[src/rtl/ccff_pkg.sv]
// Shared types and CRC-8 helper for the ccff chain loader.
package ccff_pkg;

    typedef enum logic [2:0] {
        IDLE   = 3'd0,
        FETCH  = 3'd1,
        SHIFT  = 3'd2,
        VERIFY = 3'd3,
        DONE   = 3'd4
    } ccff_state_e;

    localparam logic [7:0] CRC8_POLY = 8'h07;

    // One serial CRC-8 step, MSB-first feedback.
    function automatic logic [7:0] crc8_step(input logic [7:0] crc, input logic din);
        logic fb;
        fb = crc[7] ^ din;
        crc8_step = {crc[6:0], 1'b0} ^ (fb ? CRC8_POLY : 8'h00);
    endfunction

endpackage

[src/rtl/ccff_crc8.sv]
// Serial CRC-8 accumulator with synchronous clear and bit enable.
module ccff_crc8
    import ccff_pkg::*;
(
    input  logic       clk,
    input  logic       rst_n,
    input  logic       clr,
    input  logic       en,
    input  logic       din,
    output logic [7:0] crc
);

    logic [7:0] crc_q;
    logic [7:0] crc_d;

    // Next CRC value: clear wins over accumulate.
    always_comb begin
        crc_d = crc_q;
        if (clr) begin
            crc_d = 8'h00;
        end else if (en) begin
            crc_d = crc8_step(crc_q, din);
        end else begin
            crc_d = crc_q;
        end
    end

    // CRC register.
    always_ff @(posedge clk or negedge rst_n) begin
        if (!rst_n) begin
            crc_q <= 8'h00;
        end else begin
            crc_q <= crc_d;
        end
    end

    assign crc = crc_q;

endmodule

[src/rtl/ccff_chain_loader.sv]
// Serialises a bitstream onto a tile's ccff chain, LSB first, one bit per enabled prog_clk.
// Define CCFF_READBACK_EN to add a non-destructive CRC readback of the chain via ccff_tail.
module ccff_chain_loader
    import ccff_pkg::*;
#(
    parameter int CHAIN_LEN = 8,
    parameter int WORD_W    = 8
) (
    input  logic              prog_clk,
    input  logic              pReset_n,
    input  logic              start,
    input  logic              abort,
    input  logic [WORD_W-1:0] cfg_data,
    input  logic              cfg_valid,
    output logic              cfg_ready,
    output logic              ccff_head,
    input  logic              ccff_tail,
    output logic              ccff_shift_en,
    output logic              busy,
    output logic              done,
    output logic              err
);

    localparam int BL_W = $clog2(CHAIN_LEN + 1);
    localparam int WL_W = $clog2(WORD_W + 1);
    localparam logic [BL_W-1:0] BITS_ALL = BL_W'(CHAIN_LEN);
    localparam logic [WL_W-1:0] WORD_ALL = WL_W'(WORD_W);
    localparam logic [BL_W-1:0] BL_ONE   = BL_W'(1);
    localparam logic [WL_W-1:0] WL_ONE   = WL_W'(1);

    ccff_state_e       state_q, state_d;
    logic [WORD_W-1:0] sreg_q, sreg_d;
    logic [BL_W-1:0]   bits_left_q, bits_left_d;
    logic [WL_W-1:0]   word_left_q, word_left_d;
    logic              cfg_ready_q, cfg_ready_d;
    logic              shift_en_q, shift_en_d;
    logic              busy_q, busy_d;
    logic              done_q, done_d;

`ifdef CCFF_READBACK_EN
    logic       err_q, err_d;
    logic       crc_clr_s;
    logic [7:0] crc_load_s;
    logic [7:0] crc_tail_s;
`else
    logic       tail_unused_s;
`endif

    // Next-state, datapath and registered-output decode.
    always_comb begin
        state_d     = state_q;
        sreg_d      = sreg_q;
        bits_left_d = bits_left_q;
        word_left_d = word_left_q;
`ifdef CCFF_READBACK_EN
        err_d       = err_q;
`endif
        if (abort) begin
            state_d     = IDLE;
            sreg_d      = '0;
            bits_left_d = '0;
            word_left_d = '0;
        end else begin
            case (state_q)
                IDLE: begin
                    if (start) begin
                        state_d     = FETCH;
                        bits_left_d = BITS_ALL;
`ifdef CCFF_READBACK_EN
                        err_d       = 1'b0;
`endif
                    end else begin
                        state_d = IDLE;
                    end
                end
                FETCH: begin
                    if (cfg_valid) begin
                        sreg_d      = cfg_data;
                        word_left_d = (int'(bits_left_q) < WORD_W) ? WL_W'(bits_left_q) : WORD_ALL;
                        state_d     = SHIFT;
                    end else begin
                        state_d = FETCH;
                    end
                end
                SHIFT: begin
                    sreg_d      = sreg_q >> 1'b1;
                    bits_left_d = bits_left_q - BL_ONE;
                    word_left_d = word_left_q - WL_ONE;
                    if (bits_left_q == BL_ONE) begin
                        // Drop the unused upper bits of a partial last word.
                        sreg_d      = '0;
                        word_left_d = '0;
`ifdef CCFF_READBACK_EN
                        state_d     = VERIFY;
                        bits_left_d = BITS_ALL;
`else
                        state_d     = DONE;
`endif
                    end else if (word_left_q == WL_ONE) begin
                        state_d = FETCH;
                    end else begin
                        state_d = SHIFT;
                    end
                end
`ifdef CCFF_READBACK_EN
                VERIFY: begin
                    bits_left_d = bits_left_q - BL_ONE;
                    if (bits_left_q == BL_ONE) begin
                        // Fold in the final tail bit still in flight this cycle.
                        state_d = DONE;
                        err_d   = (crc_load_s != crc8_step(crc_tail_s, ccff_tail));
                    end else begin
                        state_d = VERIFY;
                    end
                end
`endif
                DONE:    state_d = IDLE;
                default: state_d = IDLE;
            endcase
        end
        cfg_ready_d = (state_d == FETCH);
        shift_en_d  = (state_d == SHIFT) || (state_d == VERIFY);
        busy_d      = (state_d != IDLE);
        done_d      = (state_d == DONE);
    end

    // State, datapath and output registers.
    always_ff @(posedge prog_clk or negedge pReset_n) begin
        if (!pReset_n) begin
            state_q     <= IDLE;
            sreg_q      <= '0;
            bits_left_q <= '0;
            word_left_q <= '0;
            cfg_ready_q <= 1'b0;
            shift_en_q  <= 1'b0;
            busy_q      <= 1'b0;
            done_q      <= 1'b0;
        end else begin
            state_q     <= state_d;
            sreg_q      <= sreg_d;
            bits_left_q <= bits_left_d;
            word_left_q <= word_left_d;
            cfg_ready_q <= cfg_ready_d;
            shift_en_q  <= shift_en_d;
            busy_q      <= busy_d;
            done_q      <= done_d;
        end
    end

    assign cfg_ready     = cfg_ready_q;
    assign ccff_shift_en = shift_en_q;
    assign busy          = busy_q;
    assign done          = done_q;

`ifdef CCFF_READBACK_EN
    // Verify error flag, sticky until the next accepted start.
    always_ff @(posedge prog_clk or negedge pReset_n) begin
        if (!pReset_n) begin
            err_q <= 1'b0;
        end else begin
            err_q <= err_d;
        end
    end

    assign crc_clr_s = (state_q == IDLE) && start && !abort;

    ccff_crc8 u_crc_load (
        .clk   (prog_clk),
        .rst_n (pReset_n),
        .clr   (crc_clr_s),
        .en    (state_q == SHIFT),
        .din   (sreg_q[0]),
        .crc   (crc_load_s)
    );

    ccff_crc8 u_crc_tail (
        .clk   (prog_clk),
        .rst_n (pReset_n),
        .clr   (crc_clr_s),
        .en    (state_q == VERIFY),
        .din   (ccff_tail),
        .crc   (crc_tail_s)
    );

    // Recirculate tail to head during readback so the chain keeps its contents.
    assign ccff_head = (state_q == VERIFY) ? ccff_tail : sreg_q[0];
    assign err       = err_q;
`else
    assign tail_unused_s = ccff_tail;
    assign ccff_head     = sreg_q[0];
    assign err           = 1'b0;
`endif

endmodule

[config.mk]
export PLATFORM = sky130hd
export DESIGN_NAME = ccff_chain_loader
export DESIGN_NICKNAME = d
export VERILOG_FILES = /design/src/rtl/ccff_pkg.sv /design/src/rtl/ccff_crc8.sv /design/src/rtl/ccff_chain_loader.sv
export SDC_FILE = /design/constraint.sdc
export NUM_CORES = 1
export LEC_CHECK = 0
export CORE_MARGIN = 2
export CORE_UTILIZATION = 65
export CTS_CLUSTER_SIZE = 40
export DETAILED_ROUTE_END_ITERATION = 12
export DONT_BUFFER_PORTS = 1
export PLACE_DENSITY_LB_ADDON = 0.12
export SYNTH_ARGS = -nofsm -noshare
export SYNTH_HDL_FRONTEND = slang
export SYNTH_SLANG_ARGS = --single-unit
[constraint.sdc]
create_clock -name prog_clk -period 3.3 [get_ports prog_clk]
set_input_delay 0.66 -clock prog_clk [delete_from_list [all_inputs] [get_ports prog_clk]]
set_output_delay 0.66 -clock prog_clk [all_outputs]
set_load 0.01 [all_outputs]
# Yosys cells after proc, flatten, opt, wreduce, memory -nomap -nowiden
# Index checks and enable logic that the tools add are counted.
# totals
register_bits	23
wordCells	46
# classes
addsub	2
n_lt_le_gt_ge	1
eq_ne	10
muxes	18
n_reduce_logical	7
# op_table
op	n
4-bit two-way mux	6
8-bit two-way mux	2
4-bit one-hot mux with 2 select lines	2
8-bit one-hot mux with 2 select lines	1
3-bit by 2-bit == test with 1-bit output, second input constant	3
3-bit one-hot mux with 3 select lines	1
3-bit nonzero test	3
4-bit by 1-bit == test with 1-bit output, second input constant	2
4-bit by 1-bit subtractor with 4-bit output, second input constant	2
7-bit two-way mux	1
3-bit by 1-bit == test with 1-bit output, second input constant	2
3-bit two-way mux	2
3-bit inequality test, second input constant	2
4-bit less-than comparator, second input constant	1
2-bit two-way mux	2
2-bit AND reduction	2
3-bit == test, second input constant	1
3-bit zero test	1
1-bit logical OR	1
1-bit two-way mux	1

# Longest topological paths before layout
# Gate-level depths: netlist of run 1.
# depth
depth_word	7
mapped_depth	7
depth_no_buf	6

# Worst setup path after synthesis of run 1
# No wires, ideal clock.
# synth_path
path_type	flip-flop to flip-flop
start	reg bits_left_q[1]
end	reg word_left_q[3]
setup_time_ns	0.137
t_arrival_ns	1.507
setup_slack_ns	1.656
path_stages_with_launch	8
path_buffers	1
synth_period_minus_slack_ns	1.644
cell_sequence	dfrtp_1 > inv_1 > ha_1 > or3b_4 > and2_4 > buf_6 > a32oi_1 > o32ai_1
# synth_between
elab_chain_len	5
elab_cells_between_ends	7
classes_between	order compare (1); eq/ne (1); mux (5)
# synth_lines
item	line_no	rtl
start: declaration	ccff_chain_loader.sv:33	logic [BL_W-1:0] bits_left_q, bits_left_d;
start signal: assignment	ccff_chain_loader.sv:141	bits_left_q <= bits_left_d;
4-bit less-than comparator	ccff_chain_loader.sv:79	word_left_d = (int'(bits_left_q) < WORD_W) ? WL_W'(bits_left_q) : WORD_ALL;
4-bit two-way mux	ccff_chain_loader.sv:79	
4-bit two-way mux	ccff_chain_loader.sv:77	if (cfg_valid) begin
4-bit one-hot mux with 2 select lines *	ccff_chain_loader.sv:64	case (state_q)
4-bit two-way mux *	ccff_chain_loader.sv:58	if (abort) begin
end signal: assignment	ccff_chain_loader.sv:142	word_left_q <= word_left_d;
end: declaration	ccff_chain_loader.sv:34	logic [WL_W-1:0] word_left_q, word_left_d;
# Every way passes the cells marked *; elsewhere a longest branch is shown, timed or not. The select of a mux whose other input is x is not followed.
# A chain may end at the register's enable or synchronous reset.

# Worst setup path after layout of run 1
# layout_path
start	reg bits_left_q[1]
end	reg word_left_q[2]
# Same word-level chain as after synthesis.

==> run metrics, run 1 <==
outcome=complete, no violations; critical path's largest stage delay=0.43 ns; CP required=3.49 ns; main area contributors after synthesis=dfrtp_1 (50%), o2bb2ai_1 (6.8%), a22oi_1 (5.2%), nor2_1 (4.8%), ha_1 (4.3%); Die ar.=2140 µm²; Post-Syn Area per Cell=10.56 µm²; leakage=0.5121 nW; Fmax=584.0 MHz; portion of netlist area occupied by mux cells=0.01724; WP depth=6; worst-path fanout max=11; Post-DP HPWL=about 1.5 mm; Max Slew Vio Count=0; number of flops mapped to enable cells by yosys=0; port buffer count=0; Worst Hold Class=in2async; critical path launch point type=register; H-tree levels=1; final hold violation count=0; CP Capture Type=register; fin crit share=0.5189; reg2reg path depth=6; WS Path Type=reg2reg; RSZ-0062 raised after global routing=false; clock transition at the registers of the reported paths=0.13 ns; largest family of logic cells by synthesized area=compound AO/OA/AOI/OAI gates; CP cell instances=inv_1, ha_1, or3b_4, and2_4, a32oi_1, o32ai_1; synthesis-to-finish area growth=3.556%; adder-cell area share of the yosys netlist=0.04310; overflow left after global routing=0; DRT Wirelength=2.049 mm; Top Ports=20; CTS Buf Count=3; Critical Path End=word_left_q[2]; Pre-antenna DRT Iters=4; Die X=46.27 µm; reg-to-reg startpoint=bits_left_q[1]; PD cells=about 430 nW/µm²; Worst Tran Pin Value=0.6606 ns; crit path max-delay cell type=dfrtp_1; reg-to-reg slack, setup=between 1.5 and 2 ns; XOR/XNOR Fraction of Synth Area=0.007543; Synth cell types=31; syn_nets=~130; post-synth top area share=0.4957; total track usage=0.2402; asr flop ratio synth=1.000; Post-Synthesis Cell Area=1161 µm²; FF-to-FF End=word_left_q[2]; DR vias=830; VDD IR-drop max=0.2987 mV; final setup violation count=0; layout cell share with drive strength beyond 1=0.07339; simple-gate portion of the synthesized area=0.1563; Worst Skew=0.007026 ns; routability cong.=0.8075; first-pass GRT wire length=3.594 mm; initial antenna violation count=0; Yosys reg bits=23; most frequent cell after synthesis=dfrtp_1; worst relative slew slack=0.5580; Clk Latency, worst-skew pair=0.32 ns; DR WL/cell=between 15 and 20 µm; Synth Area in Compound Gates=0.2220; initial drt markers=12; Core ar.=1708 µm²; # DRC=0; hold slack=around 0.13 ns; Setup Total Neg Slack=0 ns; TritonCTS clock tree=done; Initial Util=0.6799; Final ANT Viol Nets=0; post-synth top area cell=dfrtp_1; ant diodes=0; sequential fraction of the synthesis area=0.4957; Resize count post-CTS=0; Die Height=46.27 µm; Yosys warning total=0; Final nets=128; CP top delay family=simple AND/OR/NAND/NOR gates; ys flop type=dfrtp_1; largest net degree at the start of global routing=24; crit path DAT=1.90 ns; Post-Synthesis Cells=110; start point of the critical path=bits_left_q[1]; row count=15; Worst Path Buf+Inv=1; Max Cap Violations=0; clock sink total=23; top cells by count, synth=dfrtp_1 (23), nor2_1 (15), o2bb2ai_1 (9), a22oi_1 (8); Root Buffer=clkbuf_4; Clock Tree Buf Depth=2; vias in the first global route=806; min cycle time layout=1.712 ns; DR vias/cell=6.194
## layout make-up
type	instances	area [µm²]
flip-flops and latches	23	575.6
clock inverters	1	5.005
clock buffers	3	22.52
well taps	25	31.28
repair buffers	1	20.02
fillers	132	505.5
inverters	7	26.28
multi-input cells	74	521.8
## logic make-up after synthesis
family,Yosys count
DFF,23
AOI/OAI and AO/OA,33
muxes,2
other,1
buffers and inverters,13
adders and majority gates,4
xor gates and xnor gates,1
and+or+nand+nor,33
## placed cells by master, fill, tap and decap left out, types with 2 or more instances in the layout
cell type,instances
a211o_1,2
a21oi_1,4
a22oi_1,8
a2bb2oi_1,2
a32oi_1,2
clkbuf_4,3
dfrtp_1,23
ha_1,4
inv_1,7
mux2i_1,2
nand2_1,2
nor2_1,15
nor3_1,7
o21a_1,3
o2bb2ai_1,9
o32ai_1,2
## worst reg2reg max path, delay by kind of cell (launching register included)
kind,cells,cell delay (ns)
buffers and inverters,1,0.09
AND/OR/NAND/NOR,2,0.61
adder cells (fa/ha/maj),1,0.14
AO/OA/AOI/OAI,2,0.33
flip-flops,1,0.43
## per-stage QoR
| stage | cell area (µm²) | cells | total power, W | setup slack (ns) | utilization |
|---|---|---|---|---|---|
| 2_1_floorplan | 1161 | 110 | 0.0003719 | 1.656 | - |
| 3_3_place_gp | 1155 | 129 | 0.0003773 | 1.650 | 0.6762 |
| 3_5_place_dp | 1155 | 129 | 0.0003803 | 1.614 | 0.6762 |
| 4_1_cts | 1182 | 133 | 0.0005084 | 1.603 | 0.6923 |
| 5_1_grt | 1202 | 134 | 0.0005428 | 1.481 | 0.7040 |
| 6_report | 1202 | 134 | 0.0005127 | 1.588 | 0.7040 |
## state kept, by name, summed over array words and instances, names as in the netlist
signal and flops:
done 1, cfg_ready 1, bits_left_q 4, state_q 3
busy 1, sreg_q 8, word_left_q 4, ccff_shift_en 1
## metal layers
metal | up-vias | part of all wire | GRT usage
li1 | 397 | - | -
met1 | 408 | 0.48 | 0.3215
met2 | 20 | 0.46 | 0.3750
met3 | 5 | 0.041 | 0.05098
met4 | 0 | 0.020 | 0.1029
met5 | - | 0 | 0
## worst min-delay path by stage
| stage | startpoint | end | slack [ns] |
|---|---|---|---|
| finish | pReset_n | sreg_q[6] | 0.13 |
| global route | pReset_n | cfg_ready | 0.10 |
| CTS | pReset_n | state_q[0] | 0.005 |
| detailed placement | pReset_n | cfg_ready | 0.36 |
| global placement | pReset_n | ccff_shift_en | 0.36 |
| floorplan | pReset_n | bits_left_q[0] | 0.36 |
## timing repair
action | in CTS | in global routing
hold buffers | 0 | 1
endpoints found under the hold margin | 0 | 23
setup buffers | 0 | 0
## power by group
group | switching, W | internal, W
logic | 0.0000403 | 0.0000310
registers | 0.0000150 | 0.000296
clock network | 0.0000847 | 0.0000454
Note: power is estimated with default switching activity, not from simulation.
==> run 2: changes to the inputs <==
ABC_AREA = 1   (was not set)
CORE_UTILIZATION = 61   (was 65)
clock period = 1.7 ns   (was 3.3 ns; I/O delays follow)
==> run 2 against run 1 <==
Against the previous run: utilization decreased by 3.0 points; final area increased by 11%; total power increased by 100%; final cell count increased by 45%; sequential share of layout area decreased by 4.8 points; critical path type unchanged; largest cell class is now multi-input gates.
==> run metrics, run 2 <==
DR vias/cell=5.314; row count=16; most frequent cell after synthesis=nand2_1; initial drt markers=29; fin crit share=0.8373; WS Path Type=reg2reg; Root Buffer=clkbuf_4; worst relative slew slack=0.3339; Initial Util=0.6477; asr flop ratio synth=1.000; most used cell, CP=nand2_4; clock sink total=23; reg-to-reg slack, setup=0.28 ns; final setup violation count=0; top cells by count, synth=nand2_1 (52), nand3_1 (28), dfrtp_1 (23), inv_1 (22), o21ai_0 (10); port buffer count=0; Post-Synthesis Cell Area=1284 µm²; commonest non-fill, non-tap cell in the layout=nand2_1; clock transition at the registers of the reported paths=between 0.1 and 0.15 ns; hold_buf cts=1; Clk Latency, worst-skew pair=0.31 ns; first-pass GRT wire length=4.505 mm; overflow left after global routing=0; synthesis-to-finish area growth=4.093%; Clock Power Share=0.239; part of the power in registers=0.582; Setup Buffers After CTS=0; final hold violation count=0; total track usage=0.2388; Die X=49.88 µm; HP Start=cfg_data[7]; worst-path fanout max=16; post-synth top area share=0.4483; routability cong.=approximately 0.87; sequential fraction of the synthesis area=0.4483; Final ANT Viol Nets=0; Die Height=between 40 and 50 µm; M3 GR Usage=0.04545; Final nets=~190; CP cell instances=nor2_2, nand2_4, nand2_2, nand2_4, nor2_8, nand2_1, o21ai_0; ys flop type=dfrtp_1; reg2reg path depth=7; CP required=1.93 ns; post-synth top area cell=dfrtp_1; Clock Tree Buf Depth=2; RSZ-0062 raised after global routing=false; DR WL/cell=13.28 µm; Place WS=0.3055 ns; Power Internal=0.0007344 W; Switch Pwr=around 0.00032 W; FF-to-FF End=sreg_q[4]; Max Cap Violations=0; leakage=0.7493 nW; min cycle time layout=1.423 ns; number of flops mapped to enable cells by yosys=0; Resize count post-CTS=0; Fmax=around 700 MHz; Die ar.=2488 µm²; outcome=complete, no violations; hold slack=about 0.19 ns; Worst Hold Class=in2reg; Worst Tran Pin Value=between 0.9 and 1 ns; largest registers=sreg_q: 8 flops, bits_left_q: 4 flops, word_left_q: 4 flops; number of flip-flops in the largest register=8; reg-to-reg startpoint=state_q[0]; DRT Wirelength=2.577 mm; Yosys reg bits=23; # DRC=0; Top Ports=20; layout cell share with drive strength beyond 1=0.08982; Core ar.=just under 2000 µm²; GR peak layer=met2; Final WS setup=0.2765 ns; critical path launch point type=register; Synth cell types=25; Post-Synthesis Cells=roughly 170; DR vias=approximately 1,000; Setup Total Neg Slack=0 ns; commonest cells after routing, fill and taps aside=nand2_1 (52), nand3_1 (28), dfrtp_1 (23); WHS Path Cells=2; crit path DAT=1.66 ns; main area contributors after synthesis=dfrtp_1 (45%), nand2_1 (15%), nand3_1 (11%), inv_1 (6.4%), ha_1 (3.9%); CTS Buf Count=3; sw frac=0.3006; vias in the first global route=1,035; Logic pwr share=0.179; ant diodes=0; VDD IR-drop max=0.7571 mV; grt met2 use=0.3889; critical path's largest stage delay=0.43 ns; H-tree levels=1; met1 global-route usage=0.3166; Yosys warning total=0; PD cells=roughly 800 nW/µm²; Max Slew Vio Count=0; TritonCTS clock tree=done; Worst Skew=0.003791 ns; worst hold path endpoint=sreg_q[7]; Post-DP HPWL=1.885 mm; largest net degree at the start of global routing=24; initial antenna violation count=0; syn_nets=183; Biggest register=sreg_q; Pre-antenna DRT Iters=4; CP Capture Type=register; Post-Syn Area per Cell=7.780 µm²; crit path max-delay cell type=dfrtp_1
run 2: per-layer routing:
metal,part of all wire,vias up,wire length (µm)
met5,0,-,0
met4,0.017,0,44
met3,0.038,6,99
met2,0.49,23,1262
met1,0.45,480,1169
li1,-,522,-
run 2: cell type report:
| type | instances | area, µm² |
|---|---|---|
| flip-flops and latches | 23 | 575.6 |
| fillers | 160 | 645.6 |
| well taps | 27 | 33.78 |
| multi-input cells | 114 | 588.1 |
| inverters | 23 | 87.58 |
| repair buffers | 3 | 25.02 |
| clock buffers | 4 | 26.28 |
run 2: logic make-up (layout without fill, tap and decap cells):
kind of cell             Yosys count  count (layout)  synth area share
AND/OR/NAND/NOR                   95              95            0.3548
buffers and inverters             28              30           0.09356
flip-flops                        23              23            0.4483
AO/OA/AOI/OAI                     12              12           0.04776
adder cells (fa/ha/maj)            4               4           0.03899
XOR/XNOR                           2               2           0.01365
other                              1               1          0.002921
run 2: through the flow:
stage          total power [W]  area, µm²  instances  utilization
5_1_grt               0.001104       1336        194       0.6742
4_1_cts               0.001057       1336        194       0.6742
3_5_place_dp         0.0007977       1300        189       0.6559
3_3_place_gp         0.0007875       1300        189       0.6559
6_report              0.001050       1336        194       0.6742
2_1_floorplan        0.0007649       1284        165            -
run 2: how the worst max path moves through the flow:
stage                         from         to  slack, ns  cells past startpoint
finish                  state_q[0]  sreg_q[4]       0.28                      7
detailed placement      state_q[0]  sreg_q[4]       0.31                      7
global placement    bits_left_q[1]  sreg_q[4]       0.33                      9
global route        bits_left_q[1]  sreg_q[4]       0.12                      9
CTS                     state_q[0]  sreg_q[2]       0.28                      7
floorplan           bits_left_q[1]  sreg_q[2]       0.45                      9
run 2: power by group through the flow:
stage               Sequential (W)  Combinational (W)  Clock [W]
floorplan                 0.000615           0.000150          0
global placement          0.000621           0.000167          0
detailed placement        0.000622           0.000176          0
CTS                       0.000611           0.000189   0.000257
global route              0.000615           0.000219   0.000270
finish                    0.000611           0.000188   0.000251
run 2: critical path, delay by kind of cell, from the launching register on:
family | cells | cell delay (ns)
flops | 1 | 0.43
compound gates | 1 | 0.07
simple gates | 6 | 0.86
==> run 3: changes to the inputs <==
ABC_AREA = 0   (was 1)
CORE_UTILIZATION = 55   (was 61)
clock period = 1.15 ns   (was 1.7 ns; I/O delays follow)
==> run 3 against run 2 <==
Against the previous run: the flow now finishes with violations (setup timing); die area increased by 0.28%; sequential power grew 45%; highest routed layer unchanged; final cell count is 12% lower; wire length is 25% higher; setup slack got worse by 0.73 ns; hold slack worse by 0.19 ns; non-clock buffer count grew 31; sequential share of layout area shrank 7.9 points; largest cell class unchanged; first-iteration DRC count down 21%; maximum frequency decreased by 11%; count of clock-buffer cells in the layout down 1; flip-flop and latch count unchanged.
==> run metrics, run 3 (synthesis gave the netlist of run 1 again) <==
first-pass GRT wire length=4.830 mm; fin crit share=1.391; outcome=complete, but fails checks; port buffer count=0; sequential standard cell area=578.1 µm²; CP cell instances=inv_2, ha_4, or3b_4, buf_4, nand2_4, o21a_1, o32ai_2; PD cells=1029 nW/µm²; Clock Tree Buf Depth=2; number of flip-flops in the largest register=8; largest net degree at the start of global routing=24; TritonCTS clock tree=done; # DRC=0; Setup Total Neg Slack=-8.041 ns; clock sink total=23; DR vias/cell=about 6.1; layout cell share with drive strength beyond 1=0.4685; clock transition at the registers of the reported paths=0.13 ns; Worst Tran Pin Value=1.011 ns; RSZ-0062 raised after global routing=true; VDD IR-drop max=0.8959 mV; CP Capture Type=register; Worst Path Buf+Inv=2; final setup violation count=23; Max Slew Vio Count=0; Core ar.=a little under 2000 µm²; DRT Wirelength=3.234 mm; Place WS=-0.4873 ns; min cycle time layout=1.599 ns; critical path launch point type=register; Final ANT Viol Nets=0; Fmax=625.3 MHz; leakage=0.7212 nW; synthesis-to-finish area growth=41.49%; initial antenna violation count=0; vias in the first global route=1,069; largest registers=sreg_q: 8 flops, bits_left_q: 4 flops, word_left_q: 4 flops; H-tree levels=1; Die X=49.95 µm; Final WS setup=-0.4491 ns; Biggest register=sreg_q; crit path DAT=1.81 ns; overflow left after global routing=0; WS Path Type=reg2reg; initial drt markers=23; Clk Latency, worst-skew pair=about 0.33 ns; total track usage=0.2650; routability cong.=0.7242; Worst Skew=0.003782 ns; commonest cells after routing, fill and taps aside=buf_4 (23), dfrtp_1 (21), nor2_1 (10); DR vias=1,037; commonest non-fill, non-tap cell in the layout=buf_4; Max Cap Violations=0; failing checks=setup timing; final hold violation count=0; CP top delay family=simple AND/OR/NAND/NOR gates; worst relative slew slack=0.3258; Initial Util=0.5859; Top Ports=20; Final Util=0.8289; ant diodes=0; filler cell count=92; Worst Hold Class=in2reg; Die Height=49.95 µm; CP required=1.36 ns; Pre-antenna DRT Iters=4; row count=16; Root Buffer=clkbuf_4; Post-DP HPWL=1.816 mm; hold slack=between 0.00015 and 0.0002 ns; worst-path fanout max=4; critical path's largest stage delay=0.41 ns; CTS Buf Count=3; Final nets=~160; DR WL/cell=19.02 µm; Die ar.=2495 µm²; crit path max-delay cell type=dfrtp_1; area of the multi-input gates=678.2 µm²
-- run 3: area by class of cell --
class	count	share of cell area
clock inverters	1	0.004570
inverters	7	0.01599
repair buffers	34	0.1805
well taps	27	0.02056
flip-flops and latches	23	0.3519
multi-input cells	75	0.4128
clock buffers	3	0.01371
-- run 3: power by group --
group / total [W] / switching (W) / internal (W)
Combinational: 0.000405 / 0.000203 / 0.000203
Clock: 0.000400 / 0.000267 / 0.000133
Sequential: 0.000885 / 0.0000341 / 0.000851
-- run 3: through the flow --
| stage | cell area [µm²] | power [W] | cells |
|---|---|---|---|
| finish | 1643 | 0.001691 | 170 |
| CTS | 1519 | 0.001624 | 164 |
| global route | 1643 | 0.001777 | 170 |
| floorplan | 1176 | 0.001077 | 110 |
| detailed placement | 1286 | 0.001149 | 147 |
| global placement | 1286 | 0.001138 | 147 |
-- run 3: worst register-to-register path: stages, from the launching register on --
cell	delay [ns]
dfrtp_1	0.41
inv_2	0.08
ha_4	0.12
or3b_4	0.40
buf_4	0.16
nand2_4	0.08
o21a_1	0.16
o32ai_2	0.08
-- run 3: final timing paths --
| kind | from | slack, ns | end | cells past startpoint |
|---|---|---|---|---|
| setup / recovery | bits_left_q[1] | -0.45 | word_left_q[3] | 7 |
| hold / removal | abort | 0.0002 | word_left_q[3] | 1 |
| setup reg to reg | bits_left_q[1] | -0.45 | word_left_q[3] | 7 |
| hold reg to reg | sreg_q[4] | 0.51 | sreg_q[4] | 1 |
| max in group asynchronous | pReset_n | 0.35 | state_q[1] | 1 |
| min in group asynchronous | pReset_n | 0.13 | bits_left_q[2] | 1 |
-- run 3: what timing repair did --
item / CTS / global route
gates cloned: 1 / 0
pin swaps: 12 / 12
endpoints found under the setup margin: 23 / 46
gates resized for setup: 27 / 18
hold buffers: 1 / 1
hold endpoints to repair: 30 / 7
buffers inserted: 12 / 6
-- run 3: per-layer routing --
metal  track usage  share of wire  up-vias
li1              -              -      470
met1        0.3222           0.36      511
met2        0.4756           0.53       48
met3       0.06364          0.081        8
met4       0.05093          0.019        0
met5             0              0        -
